File: src/rtl/ea_sequencer.sv
`default_nettype none
// ea_sequencer: fetches operand bytes and pointer bytes over a byte read port
// and resolves the effective address for one instruction.  Rev 1.0
module ea_sequencer #(
    parameter int ADDR_WIDTH = 24,
    parameter int REG_WIDTH  = 32
) (
    input  logic                  clk,
    input  logic                  reset,
    input  logic                  start,
    input  logic                  flush,
    input  logic [3:0]            mode,
    input  logic [2:0]            extra_bytes,
    input  logic [ADDR_WIDTH-1:0] pc,
    input  logic [7:0]            dbr,
    input  logic [REG_WIDTH-1:0]  reg_x,
    input  logic [REG_WIDTH-1:0]  reg_y,
    input  logic [REG_WIDTH-1:0]  reg_sp,
    input  logic [REG_WIDTH-1:0]  reg_d,
    output logic [ADDR_WIDTH-1:0] mem_addr,
    output logic                  mem_rd,
    input  logic [7:0]            mem_data,
    input  logic                  mem_ready,
    output logic                  busy,
    output logic                  done,
    output logic                  error,
    output logic [ADDR_WIDTH-1:0] ea,
    output logic [23:0]           operand,
    output logic                  page_cross
);

    localparam logic [3:0] M_NONE     = 4'd0;
    localparam logic [3:0] M_IMM      = 4'd1;
    localparam logic [3:0] M_ZP       = 4'd2;
    localparam logic [3:0] M_ABS      = 4'd3;
    localparam logic [3:0] M_IDX_X    = 4'd4;
    localparam logic [3:0] M_ABS_X    = 4'd5;
    localparam logic [3:0] M_ABS_Y    = 4'd6;
    localparam logic [3:0] M_IND_X    = 4'd7;
    localparam logic [3:0] M_IND_Y    = 4'd8;
    localparam logic [3:0] M_IND      = 4'd9;
    localparam logic [3:0] M_ACC      = 4'd10;
    localparam logic [3:0] M_STK      = 4'd11;
    localparam logic [3:0] M_IND24    = 4'd12;
    localparam logic [3:0] M_IND_S_Y  = 4'd13;
    localparam logic [3:0] M_IND24_Y  = 4'd14;
    localparam logic [3:0] M_INVALID  = 4'd15;

    typedef enum logic [2:0] {
        S_IDLE     = 3'd0,
        S_OPERAND  = 3'd1,
        S_CALC_PTR = 3'd2,
        S_POINTER  = 3'd3,
        S_CALC_EA  = 3'd4,
        S_DONE     = 3'd5
    } state_t;

    state_t                r_state;
    logic [3:0]            r_mode;
    logic [1:0]            r_eb;
    logic [7:0]            r_dbr;
    logic [ADDR_WIDTH-1:0] r_x, r_y, r_sp, r_d;
    logic [23:0]           r_opnd;
    logic [23:0]           r_ptr_data;
    logic [1:0]            r_cnt;
    logic [1:0]            r_need;
    logic [ADDR_WIDTH-1:0] r_mem_addr;
    logic                  r_mem_rd;
    logic [ADDR_WIDTH-1:0] r_ea;
    logic [23:0]           r_operand;
    logic                  r_page_cross;
    logic                  r_error;

    logic [1:0]            w_eb_in;
    logic                  w_nofetch_in;
    logic [ADDR_WIDTH-1:0] w_off;
    logic [ADDR_WIDTH-1:0] w_ptr;
    logic [1:0]            w_need;
    logic [ADDR_WIDTH-1:0] w_abs;
    logic [ADDR_WIDTH-1:0] w_ptr16;
    logic [ADDR_WIDTH-1:0] w_ptr24;
    logic [ADDR_WIDTH-1:0] w_base;
    logic [ADDR_WIDTH-1:0] w_idx;
    logic                  w_indexed;
    logic [ADDR_WIDTH-1:0] w_ea;
    logic                  w_cross;

    function automatic logic is_indirect(input logic [3:0] m);
        return (m == M_IND_X) || (m == M_IND_Y) || (m == M_IND) ||
               (m == M_IND24) || (m == M_IND_S_Y) || (m == M_IND24_Y);
    endfunction

    generate
        if (REG_WIDTH > ADDR_WIDTH) begin : g_unused_hi
            logic w_unused_hi;
            assign w_unused_hi = ^{reg_x[REG_WIDTH-1:ADDR_WIDTH], reg_y[REG_WIDTH-1:ADDR_WIDTH],
                                   reg_sp[REG_WIDTH-1:ADDR_WIDTH], reg_d[REG_WIDTH-1:ADDR_WIDTH]};
        end
    endgenerate

    // Oversized byte counts saturate at the 3 bytes the operand register can hold.
    assign w_eb_in      = (extra_bytes > 3'd3) ? 2'd3 : extra_bytes[1:0];
    assign w_nofetch_in = (mode == M_NONE) || (mode == M_ACC) || (mode == M_IMM) ||
                          (mode == M_INVALID);

    assign w_off   = ADDR_WIDTH'(r_opnd[7:0]);
    assign w_abs   = (r_eb == 2'd2) ? ADDR_WIDTH'({r_dbr, r_opnd[15:0]}) : ADDR_WIDTH'(r_opnd);
    assign w_ptr16 = ADDR_WIDTH'({r_dbr, r_ptr_data[15:0]});
    assign w_ptr24 = ADDR_WIDTH'(r_ptr_data);
    assign w_need  = ((r_mode == M_IND24) || (r_mode == M_IND24_Y)) ? 2'd3 : 2'd2;

    always_comb begin
        w_ptr = r_d + w_off;
        if (r_mode == M_IND_X) begin
            w_ptr = r_d + w_off + r_x;
        end else if (r_mode == M_IND_S_Y) begin
            w_ptr = r_sp + w_off;
        end
    end

    always_comb begin
        w_base    = '0;
        w_idx     = '0;
        w_indexed = 1'b0;
        case (r_mode)
            M_ZP:      w_base = r_d + w_off;
            M_IDX_X:   w_base = r_d + w_off + r_x;
            M_STK:     w_base = r_sp + w_off;
            M_ABS:     w_base = w_abs;
            M_ABS_X:   begin w_base = w_abs;   w_idx = r_x; w_indexed = 1'b1; end
            M_ABS_Y:   begin w_base = w_abs;   w_idx = r_y; w_indexed = 1'b1; end
            M_IND_X,
            M_IND:     w_base = w_ptr16;
            M_IND_Y,
            M_IND_S_Y: begin w_base = w_ptr16; w_idx = r_y; w_indexed = 1'b1; end
            M_IND24:   w_base = w_ptr24;
            M_IND24_Y: begin w_base = w_ptr24; w_idx = r_y; w_indexed = 1'b1; end
            default:   w_base = '0;
        endcase
        w_ea    = w_base + w_idx;
        w_cross = w_indexed && (w_ea[ADDR_WIDTH-1:8] != w_base[ADDR_WIDTH-1:8]);
    end

    always_ff @(posedge clk or negedge reset) begin
        if (!reset) begin
            r_state      <= S_IDLE;
            r_mode       <= '0;
            r_eb         <= '0;
            r_dbr        <= '0;
            r_x          <= '0;
            r_y          <= '0;
            r_sp         <= '0;
            r_d          <= '0;
            r_opnd       <= '0;
            r_ptr_data   <= '0;
            r_cnt        <= '0;
            r_need       <= '0;
            r_mem_addr   <= '0;
            r_mem_rd     <= 1'b0;
            r_ea         <= '0;
            r_operand    <= '0;
            r_page_cross <= 1'b0;
            r_error      <= 1'b0;
        end else if (flush) begin
            r_state  <= S_IDLE;
            r_mem_rd <= 1'b0;
        end else begin
            case (r_state)
                S_IDLE: begin
                    if (start) begin
                        r_mode     <= mode;
                        r_eb       <= w_eb_in;
                        r_dbr      <= dbr;
                        r_x        <= reg_x[ADDR_WIDTH-1:0];
                        r_y        <= reg_y[ADDR_WIDTH-1:0];
                        r_sp       <= reg_sp[ADDR_WIDTH-1:0];
                        r_d        <= reg_d[ADDR_WIDTH-1:0];
                        r_opnd     <= '0;
                        r_ptr_data <= '0;
                        r_cnt      <= '0;
                        if (w_nofetch_in) begin
                            r_state      <= S_DONE;
                            r_ea         <= (mode == M_IMM) ? pc + ADDR_WIDTH'(1) : '0;
                            r_operand    <= '0;
                            r_page_cross <= 1'b0;
                            r_error      <= (mode == M_INVALID);
                        end else if (w_eb_in == 2'd0) begin
                            r_state <= is_indirect(mode) ? S_CALC_PTR : S_CALC_EA;
                        end else begin
                            r_state    <= S_OPERAND;
                            r_mem_addr <= pc + ADDR_WIDTH'(1);
                            r_mem_rd   <= 1'b1;
                        end
                    end
                end
                S_OPERAND: begin
                    if (mem_ready) begin
                        r_opnd <= r_opnd | ({16'h0, mem_data} << {r_cnt, 3'b000});
                        if (r_cnt == r_eb - 2'd1) begin
                            r_cnt    <= '0;
                            r_mem_rd <= 1'b0;
                            r_state  <= is_indirect(r_mode) ? S_CALC_PTR : S_CALC_EA;
                        end else begin
                            r_cnt      <= r_cnt + 2'd1;
                            r_mem_addr <= r_mem_addr + ADDR_WIDTH'(1);
                        end
                    end
                end
                S_CALC_PTR: begin
                    r_mem_addr <= w_ptr;
                    r_mem_rd   <= 1'b1;
                    r_need     <= w_need;
                    r_cnt      <= '0;
                    r_state    <= S_POINTER;
                end
                S_POINTER: begin
                    if (mem_ready) begin
                        r_ptr_data <= r_ptr_data | ({16'h0, mem_data} << {r_cnt, 3'b000});
                        if (r_cnt == r_need - 2'd1) begin
                            r_cnt    <= '0;
                            r_mem_rd <= 1'b0;
                            r_state  <= S_CALC_EA;
                        end else begin
                            r_cnt      <= r_cnt + 2'd1;
                            r_mem_addr <= r_mem_addr + ADDR_WIDTH'(1);
                        end
                    end
                end
                S_CALC_EA: begin
                    r_ea         <= w_ea;
                    r_operand    <= r_opnd;
                    r_page_cross <= w_cross;
                    r_error      <= 1'b0;
                    r_state      <= S_DONE;
                end
                S_DONE:  r_state <= S_IDLE;
                default: r_state <= S_IDLE;
            endcase
        end
    end

    assign mem_addr   = r_mem_addr;
    assign mem_rd     = r_mem_rd;
    assign busy       = (r_state != S_IDLE);
    assign done       = (r_state == S_DONE);
    assign error      = r_error;
    assign ea         = r_ea;
    assign operand    = r_operand;
    assign page_cross = r_page_cross;

endmodule
`default_nettype wire

File: config.mk
export PLATFORM = sky130hd
export DESIGN_NAME = ea_sequencer
export DESIGN_NICKNAME = d
export VERILOG_FILES = /design/src/rtl/ea_sequencer.sv
export SDC_FILE = /design/constraint.sdc
export NUM_CORES = 1
export LEC_CHECK = 0
export BUFFER_PORTS_ARGS = -buffer_cell sky130_fd_sc_hd__buf_2
export CAP_MARGIN = 0
export CORE_ASPECT_RATIO = 2
export CORE_UTILIZATION = 63
export DETAILED_ROUTE_END_ITERATION = 10
export PLACE_DENSITY = 0.94
export SLEW_MARGIN = 20
export SYNTH_ARGS = -nofsm -noshare
export SYNTH_HDL_FRONTEND = slang
export SYNTH_SLANG_ARGS = --single-unit
File: constraint.sdc
create_clock -name clk -period 11.3 [get_ports clk]
set_clock_uncertainty 0.15 [all_clocks]
set_input_delay 1.13 -clock clk [delete_from_list [all_inputs] [get_ports clk]]
set_output_delay 1.13 -clock clk [all_outputs]
set_load 0.05 [all_outputs]
==> flow_summary.yaml <==
outcome:
  outcome: "completed"
route:
  drt-vias-per-instance: 6.85
  routed_wl_mm: 67.6
  num_vias: 17500
  antenna_left: 0
  first_iter_violations: 2074
  drt-wirelength-per-cell_um: 26.4
  dr.pass1.iters: 9
  drc: 0
critical_path:
  crit_path_end_kind: "register"
  worst-path-max-fanout: 6
  crit_type: "reg2reg"
  worstPathRequired_ns: 11.58
  reg2reg_slack_ns: 3.06
  crit_path_start_kind: "register"
  arrival_ns: 8.52
logic_synthesis:
  synth_area_mm2: 0.0164
  syn_avg_cell_area_um2: 8.05
  yosysSeqAreaShare: 0.365
  synth_cells: 2044
  synth_cell_types: 89
  async_reset_ff_frac: 1.00
  synth_fp_nets: 2296
  synth_flop_cell: "dfrtp_1"
  synth_edf_count: 0
  synth.ff_latch_count: 240
  yosysWarnings: 0
floorplan:
  core_area_mm2: 0.0257
  io_pins: 257
  rows: 83
  fp.dieW_um: 116
  dieArea_mm2: 0.0268
  die_y_um: 230
  initial_core_util: 0.641
hold_path:
  hp-class: "reg2reg"
finish:
  final_cell_mix: "nand2_1 (456), dfrtp_1 (240), buf_2 (223), nor2_1 (188), a21oi_1 (148)"
  finalInstanceArea_mm2: 0.0186
  num-nets-final: 2454
  drive_above_1_share: 0.146
  fillers: 1926
  instances_no_fill: 2561
  syn_to_final_growth_pct: 13.1
  final_common_cell: "nand2_1"
global_routing:
  grt_antenna_before_repair: 3
  grt_pass1_wl_mm: 98.7
  grt_overflow: 0
  grt_pass1_vias: 16800
  grt_max_degree: 110
  grtUsageTotal: 0.508
clocking:
  root_buffer: "clkbuf_16"
  cts_hold_buf: 0
  clk_latency_ns: 0.58
  post_cts_buffers: 0
  cts_made_buffers: 23
  clock_path_buffers: 3
  cts_tree: "yes"
  htreeDepth: 1
  cts_resized: 0
  numClockSinks: 240
  clkTransAtPathRegs_ns: 0.07
pwr:
  p_switching_mw: 4.10
  leakage_nw: 8.95
  power.density_mw_per_mm2: 392
  pwr-share-comb: 0.647
  swShare: 0.563
  ir_drop_mv: 0.260
  internal-power_mw: 3.18
  power_mw: 7.29
  clockPowerShare: 0.113
  p_seq_frac: 0.240
timing:
  finalCritPeriodShare: 0.729
  slew_headroom: 0.163
  worst_pin_slew_ns: 1.24
  min_period_ns: 8.24
  worst_slack_ns: 3.06
  setup_tns_ns: 0
  timing.fmax_mhz: 121
  slew_viol_final: 0
  hold_viol: 0
  setup_viol: 0
  rsz0062_at_grt: "false"
placement:
  detailed_place_hpwl_mm: 49.8
  placed_area_mm2: 0.0178
  routabilityCongestion: 1.06
  dp_cells: 2515
  portBuffers: 224
  dp_slack_ns: 3.25
flow_run:
  drv_cap: 0
==> final timing paths <==
path	from	end	cells after the start
min in group asynchronous	reset	operand[20]	1
worst max register to register	r_opnd[0]	page_cross	26
worst max-delay path	r_opnd[0]	page_cross	26
worst min-delay path	r_y[17]	r_y[17]	2
max in group asynchronous	reset	r_y[11]	2
worst min register to register	r_y[17]	r_y[17]	2
==> Yosys cell counts (all sizes together) (11+ instances only) <==
| library cell | n | share of area |
|---|---|---|
| inv | 35 | 0.0080 |
| a21o | 28 | 0.013 |
| nor4 | 14 | 0.0066 |
| a211oi | 23 | 0.011 |
| a221oi | 14 | 0.0075 |
| a222oi | 14 | 0.0085 |
| a22o | 52 | 0.028 |
| o21ai | 112 | 0.034 |
| nand4 | 23 | 0.0087 |
| a31oi | 15 | 0.0057 |
| nor2 | 189 | 0.043 |
| nand2 | 456 | 0.10 |
| xor2 | 52 | 0.028 |
| or3 | 11 | 0.0042 |
| dfrtp | 240 | 0.37 |
| o22ai | 12 | 0.0046 |
| a21oi | 149 | 0.046 |
| nor2b | 13 | 0.0049 |
| nand2b | 20 | 0.0076 |
| nand3 | 54 | 0.017 |
| clkbuf | 108 | 0.025 |
| o21bai | 11 | 0.0050 |
| and3 | 19 | 0.0076 |
| o211ai | 13 | 0.0062 |
| o21a | 24 | 0.011 |
| a22oi | 11 | 0.0050 |
| o221ai | 26 | 0.014 |
| nor3 | 38 | 0.012 |
| ha | 68 | 0.052 |
| xnor2 | 76 | 0.040 |
==> worst max-delay path, stage by stage (launching register included) <==
cell and delay, ns:
dfrtp_1 0.45, ha_1 0.26, fa_1 0.42, a21oi_1 0.29
a2bb2oi_1 0.35, a21oi_1 0.21, and3_1 0.23, xnor2_1 0.24
inv_1 0.10, ha_1 0.40, nand2_1 0.19, o311ai_0 0.65
o21ai_0 0.26, o31ai_1 0.20, xor2_1 0.15, a221o_1 0.38
ha_1 0.39, a22o_1 0.21, or4_1 0.45, o2111ai_1 0.24
nand2b_1 0.11, xor2_1 0.83, and2_1 0.23, o21bai_1 0.07
nor4_2 0.13, nand4b_1 0.15, a221o_1 0.33
==> registers in the layout (all words and copies together) (netlist names), 3 cells and up <==
signal / flops
r_x: 24
ea: 24
r_d: 24
r_opnd: 24
r_y: 24
operand: 24
r_ptr_data: 24
r_state: 3
r_dbr: 8
mem_addr: 24
r_mode: 4
r_sp: 24
==> cell type report <==
cell class              instances  area [um^2]  area share
multi-input cells            1652         9900       0.532
flip-flops and latches        240         6010       0.323
repair buffers                249         1340      0.0720
clock buffers                  30          642      0.0345
well taps                     340          425      0.0229
clock inverters                12          146     0.00787
inverters                      36          135     0.00727
diodes                          2         5.00    0.000269
==> routing by layer <==
layer	routed length (um)	track usage	up-vias
met3	7240	0.154	450
met1	20500	0.505	8189
li1	-	-	7606
met5	23	0	-
met4	8790	0.518	4
met2	31000	0.803	1296
==> cell families (layout without fill, tap and decap cells) <==
family                   Yosys count  count (layout)  share of synthesized area
AO/OA/AOI/OAI                    558             558                      0.231
flip-flops                       240             240                      0.365
AND/OR/NAND/NOR                  882             882                      0.236
XOR/XNOR                         128             128                     0.0682
buffers and inverters            152             327                     0.0355
adder cells (fa/ha/maj)           73              73                     0.0573
other                              0               2                          0
multiplexers                      11              11                    0.00708
==> power by group through the flow <==
stage	clock (mW)	combinational [mW]	sequential [mW]
floorplan	0	2.83	1.86
global placement	0	4.32	1.69
detailed placement	0	4.42	1.71
CTS	0.822	4.46	1.70
global route	0.851	4.99	1.76
finish	0.824	4.72	1.75
==> per-stage QoR <==
stage                     utilization  hold WS (ns)
after floorplan                     -         0.295
after global routing            0.725         0.345
after CTS                       0.723         0.328
final                           0.725         0.327
after detailed placement        0.693         0.313
after global placement          0.693         0.309
Power figures use the tool's default switching activity.
